==> config.mk <==
export PLATFORM = sky130hd
export DESIGN_NAME = mac_result_drain
export DESIGN_NICKNAME = d
export VERILOG_FILES = /design/src/rtl/mac_pkg.sv /design/src/rtl/mac_requant_sat.sv /design/src/rtl/mac_result_drain.sv
export SDC_FILE = /design/constraint.sdc
export NUM_CORES = 1
export LEC_CHECK = 0
export CAP_MARGIN = 0
export CORE_MARGIN = 2
export CORE_UTILIZATION = 60
export CTS_CLUSTER_SIZE = 12
export DETAILED_ROUTE_END_ITERATION = 7
export DONT_BUFFER_PORTS = 1
export MAX_ROUTING_LAYER = met4
export PLACE_DENSITY = 0.82
export SLEW_MARGIN = 15
export SYNTH_ARGS = -nofsm -noshare
export SYNTH_HDL_FRONTEND = slang
export SYNTH_SLANG_ARGS = --single-unit
==> constraint.sdc <==
create_clock -name clk -period 11.11 [get_ports clk]
set_clock_uncertainty 0.1 [all_clocks]
set_input_delay 2.222 -clock clk [delete_from_list [all_inputs] [get_ports clk]]
set_output_delay 2.222 -clock clk [all_outputs]
set_load 0.05 [all_outputs]
==> src/rtl/mac_pkg.sv <==
// Constants shared by the precision-scalable MAC datapath and its result drain:
// precision codes, lane geometry and the drain FSM state encoding.
package mac_pkg;

  localparam int ACC_W = 56;
  localparam int OUT_W = 8;
  localparam int SH_W  = 6;

  localparam logic [1:0] PREC_FULL = 2'b00;
  localparam logic [1:0] PREC_W4   = 2'b01;
  localparam logic [1:0] PREC_W2   = 2'b10;
  localparam logic [1:0] PREC_RSV  = 2'b11;

  localparam int LANE_W_FULL = 56;
  localparam int LANE_W_W4   = 28;
  localparam int LANE_W_W2   = 14;

  localparam logic [SH_W-1:0] SHIFT_MAX = 6'd55;

  typedef enum logic [1:0] {
    IDLE = 2'b00,
    CALC = 2'b01,
    EMIT = 2'b10
  } drain_state_t;

  function automatic logic [2:0] nlanes(input logic [1:0] prec);
    case (prec)
      PREC_FULL: nlanes = 3'd1;
      PREC_W4:   nlanes = 3'd2;
      PREC_W2:   nlanes = 3'd4;
      default:   nlanes = 3'd0;
    endcase
  endfunction

endpackage

==> src/rtl/mac_requant_sat.sv <==
// Requantizes one signed accumulator lane to int8: round-half-up arithmetic
// right shift followed by saturation.
module mac_requant_sat
  import mac_pkg::*;
(
  input  logic [ACC_W-1:0] lane,
  input  logic [SH_W-1:0]  shift,
  output logic [OUT_W-1:0] q
);

  localparam logic signed [ACC_W:0] SAT_MAX = 57'sd127;
  localparam logic signed [ACC_W:0] SAT_MIN = -57'sd128;

  logic signed [ACC_W:0] x;
  logic signed [ACC_W:0] rnd;
  logic signed [ACC_W:0] y;

  // One guard bit above the lane keeps x + 2^(s-1) from overflowing.
  always_comb begin
    x   = {lane[ACC_W-1], lane};
    rnd = '0;
    if (shift != '0) rnd = {{ACC_W{1'b0}}, 1'b1} << (shift - 6'd1);
    y = (x + rnd) >>> shift;
    if (y > SAT_MAX)      q = 8'h7F;
    else if (y < SAT_MIN) q = 8'h80;
    else                  q = y[OUT_W-1:0];
  end

endmodule

==> src/rtl/mac_result_drain.sv <==
// Drains one packed MAC accumulator word as a stream of requantized int8 lanes
// over a valid/ready handshake.
//   state | meaning
//   IDLE  | waiting for start; captures word, precision and clamped shift
//   CALC  | one cycle to register the requantized lane into the output regs
//   EMIT  | out_valid high, outputs held until the consumer accepts
module mac_result_drain
  import mac_pkg::*;
(
  input  logic             clk,
  input  logic             rstn,
  input  logic             start,
  input  logic [1:0]       prec_level,
  input  logic [ACC_W-1:0] acc_in,
  input  logic [SH_W-1:0]  shift,
  output logic             busy,
  output logic             out_valid,
  input  logic             out_ready,
  output logic [OUT_W-1:0] out_data,
  output logic [1:0]       out_lane,
  output logic             out_last,
  output logic             done,
  output logic             err
);

  drain_state_t     state;
  logic [ACC_W-1:0] cap_acc;
  logic [1:0]       cap_prec;
  logic [SH_W-1:0]  cap_shift;
  logic [1:0]       lane_cnt;
  logic [ACC_W-1:0] lane_val;
  logic [OUT_W-1:0] req_q;

  // Select the current lane and sign-extend it to the full accumulator width.
  always_comb begin
    lane_val = '0;
    case (cap_prec)
      PREC_FULL: lane_val = cap_acc;
      PREC_W4: begin
        if (lane_cnt[0]) lane_val = {{LANE_W_W4{cap_acc[55]}}, cap_acc[55:28]};
        else             lane_val = {{LANE_W_W4{cap_acc[27]}}, cap_acc[27:0]};
      end
      PREC_W2: begin
        case (lane_cnt)
          2'd0:    lane_val = {{(ACC_W-LANE_W_W2){cap_acc[13]}}, cap_acc[13:0]};
          2'd1:    lane_val = {{(ACC_W-LANE_W_W2){cap_acc[27]}}, cap_acc[27:14]};
          2'd2:    lane_val = {{(ACC_W-LANE_W_W2){cap_acc[41]}}, cap_acc[41:28]};
          default: lane_val = {{(ACC_W-LANE_W_W2){cap_acc[55]}}, cap_acc[55:42]};
        endcase
      end
      default: lane_val = '0;
    endcase
  end

  mac_requant_sat u_requant (
    .lane  (lane_val),
    .shift (cap_shift),
    .q     (req_q)
  );

  always_ff @(posedge clk or negedge rstn) begin
    if (!rstn) begin
      state     <= IDLE;
      busy      <= 1'b0;
      out_valid <= 1'b0;
      out_data  <= '0;
      out_lane  <= '0;
      out_last  <= 1'b0;
      done      <= 1'b0;
      err       <= 1'b0;
      cap_acc   <= '0;
      cap_prec  <= PREC_FULL;
      cap_shift <= '0;
      lane_cnt  <= '0;
    end else begin
      done <= 1'b0;
      err  <= 1'b0;
      case (state)
        IDLE: begin
          if (start) begin
            if (prec_level == PREC_RSV) begin
              err <= 1'b1;
            end else begin
              cap_acc   <= acc_in;
              cap_prec  <= prec_level;
              cap_shift <= (shift > SHIFT_MAX) ? SHIFT_MAX : shift;
              lane_cnt  <= '0;
              busy      <= 1'b1;
              state     <= CALC;
            end
          end
        end
        CALC: begin
          out_data  <= req_q;
          out_lane  <= lane_cnt;
          out_last  <= ({1'b0, lane_cnt} == (nlanes(cap_prec) - 3'd1));
          out_valid <= 1'b1;
          state     <= EMIT;
        end
        EMIT: begin
          if (out_ready) begin
            out_valid <= 1'b0;
            if (out_last) begin
              busy  <= 1'b0;
              done  <= 1'b1;
              state <= IDLE;
            end else begin
              lane_cnt <= lane_cnt + 2'd1;
              state    <= CALC;
            end
          end
        end
        default: state <= IDLE;
      endcase
    end
  end

endmodule

==> metrics.txt <==
synth top area cells=dfrtp_1 (14%), a21oi_1 (5.4%), mux2_2 (5.3%); Critical Path Source Type=flop; Max clock buf depth=2; first-pass GRT wire length=105600 µm; area grow syn2layout=1.780%; Yosys top cell area share=13.87%; Avg Cell Area, Syn=7.246 µm²; failing checks=DRC; CTS tree=done; max_cap viols=0; die area=26240 µm²; synth warn=0; DR DRC count=6; Multi-input gate area=12110 µm²; Mapped Area=14980 µm²; Detailed Place HPWL=53290 µm; part of the Yosys area used for sequential elements=13.87%; Post-synth ARST share=100.0%; TritonCTS Sinks=83; Synth Flop Type=dfrtp_1; total grt overflow=0; Setup crit end kind=flop; commonest non-fill, non-tap cell in the layout=nand2_1; Req. time, crit path=11.30 ns; H-tree level count=3; Die W=162.0 µm; Max Fclk=107.0 MHz; Initial Util=61.40%; largest net degree at the start of global routing=84; Worst-Skew Late Latency=0.37 ns; outcome=complete, but fails checks; Final Cycle Share=84.14%; Synth Register Bits=83; Final Net Count=2073; IO Pins=83; Site Rows=57; post-synth top area cell=dfrtp_1; initial DRC count=3791; Mapped Cells=2067; die height=162.0 µm; Max Slew Vio Count=0; HP Class=flop to flop; Setup CP Type=flop to flop; Fin Setup TNS=0 ns; clock slew seen by the registers of the worst setup and hold paths=0.09 ns; EDFF count, synth=0; Post-Route WL=69880 µm; met3 Track Usage GR=17.34%; vias per cell=8.336; count of final setup violators=0; GR Util All Layers=53.71%; post-cts repair resize count=0; routing usage on met1=65.25%; GP Congestion=1.194; commonest cells after routing, fill and taps aside=nand2_1 (207), nor2_1 (205), a21oi_1 (162); WL per Instance=30.72 µm; number of fill cells=2232; RSZ-0062 raised after global routing=no; vias in the first global route=17420; routed via count=18970; port bufs=0; Least-Margin Pin Slew=1.320 ns; Post CTS Setup Buffer Count=0; initial antenna violation count=2; CTS buffer count=9; final number of hold-violating endpoints=0; Tmin final=9.348 ns; Hold Buf Count CTS=0; Synthesized Nets=2196; Routed Antenna Nets=0; Unique masters post-synth=109; Register Area=2081 µm²; worst-case headroom to the max-slew limit=11.77%; Worst EP arrival=9.54 ns; share of layout cells above drive strength 1=9.543%; maximum fanout along the worst path=28; Root Driver=clkbuf_16; Core Area=24390 µm²; GRT Max-Usage Layer=met2; met2 Track Usage GR=77.81%; TritonRoute pass-1 iters=8
## metrics by stage
step           cells  instance area (µm²)  setup WS (ns)  hold WS, ns  utilization (%)
2_1_floorplan   2067                14980          4.598       0.3869                -
3_3_place_gp    2257                14920          2.496       0.4119            61.16
6_report        2275                15240          1.762       0.4567            62.50
5_1_grt         2275                15240          1.367       0.4798            62.50
4_1_cts         2273                15240          2.389       0.4504            62.48
3_5_place_dp    2257                14920          2.426       0.4368            61.16
## Yosys cell counts (21+ instances only)
library cell and n:
a211oi_1 36, a21o_1 52, a21oi_1 162, a22oi_1 28, buf_1 23, buf_2 32, clkbuf_1 96, dfrtp_1 83
ha_1 60, inv_1 26, mux2_2 71, mux2i_1 71, nand2_1 207, nand3_1 53, nand4_1 55, nor2_1 205
nor3_1 76, nor4_1 29, o211ai_1 34, o21a_1 33, o21ai_0 120, o21ai_1 32, o22ai_1 36, xnor2_1 21
## final cells by class
type / count / share of cell area [%]
Antenna cell: 2 / 0.03283
Inverter: 31 / 0.7634
Clock inverter: 7 / 0.6238
Multi-Input combinational cell: 1792 / 79.46
Timing Repair Buffer: 27 / 1.330
Tap cell: 324 / 2.659
Clock buffer: 9 / 1.477
Sequential cell: 83 / 13.65
## cell families (layout without fill, tap and decap cells)
family	after synthesis	after routing	share of synthesized area, %
mux	161	161	12.92
other cells	0	2	0
flops	83	83	13.87
xor+xnor	34	34	1.988
simple gates	741	741	23.83
compound gates	795	795	36.93
buf+inv	192	74	5.313
fa+ha+maj	61	61	5.146
## sequential cells by signal, indices dropped and copies added, names as in the netlist
| register | cells |
|---|---|
| state | 2 |
| out_data | 8 |
| out_last | 1 |
| err | 1 |
| done | 1 |
| out_valid | 1 |
| out_lane | 2 |
| busy | 1 |
| lane_cnt | 2 |
| cap_acc | 56 |
| cap_shift | 6 |
| cap_prec | 2 |
## final timing paths
| check | from | endpoint | slack, ns | cells after the start |
|---|---|---|---|---|
| max | lane_cnt[0] | out_data[0] | 1.76 | 22 |
| min | state[1] | out_valid | 0.46 | 1 |
| max reg2reg | lane_cnt[0] | out_data[0] | 1.76 | 22 |
| min reg2reg | state[1] | out_valid | 0.46 | 1 |
| max in group asynchronous | rstn | cap_acc[53] | 9.30 | 0 |
| min in group asynchronous | rstn | out_data[3] | 1.43 | 0 |
## routing by layer
layer / part of all wire (%) / vias to the layer above
met1: 35 / 8739
met3: 16 / 493
met2: 41 / 1862
met4: 8.2 / 0
li1: - / 7871
met5: 0 / -
## critical path, cell delays in order, from the launching register on
cell	delay, ns
dfrtp_1	0.57
inv_1	0.37
ha_1	0.54
a222oi_1	0.47
o21ai_0	0.14
nand2_1	0.35
o21ai_2	0.38
a21o_1	0.28
ha_1	0.60
nand4_1	0.37
o21ai_1	0.62
a2111oi_0	0.23
a311oi_1	0.55
nand2_1	0.30
a211oi_1	1.07
o22ai_1	0.25
a2111oi_2	0.64
a222oi_1	0.27
a21oi_1	0.19
nand4_1	0.11
nor4_1	0.30
a31oi_1	0.28
o22ai_1	0.23
Power is not shown: default switching activity piles up to over one toggle a cycle in this logic, so the estimate is an artifact.
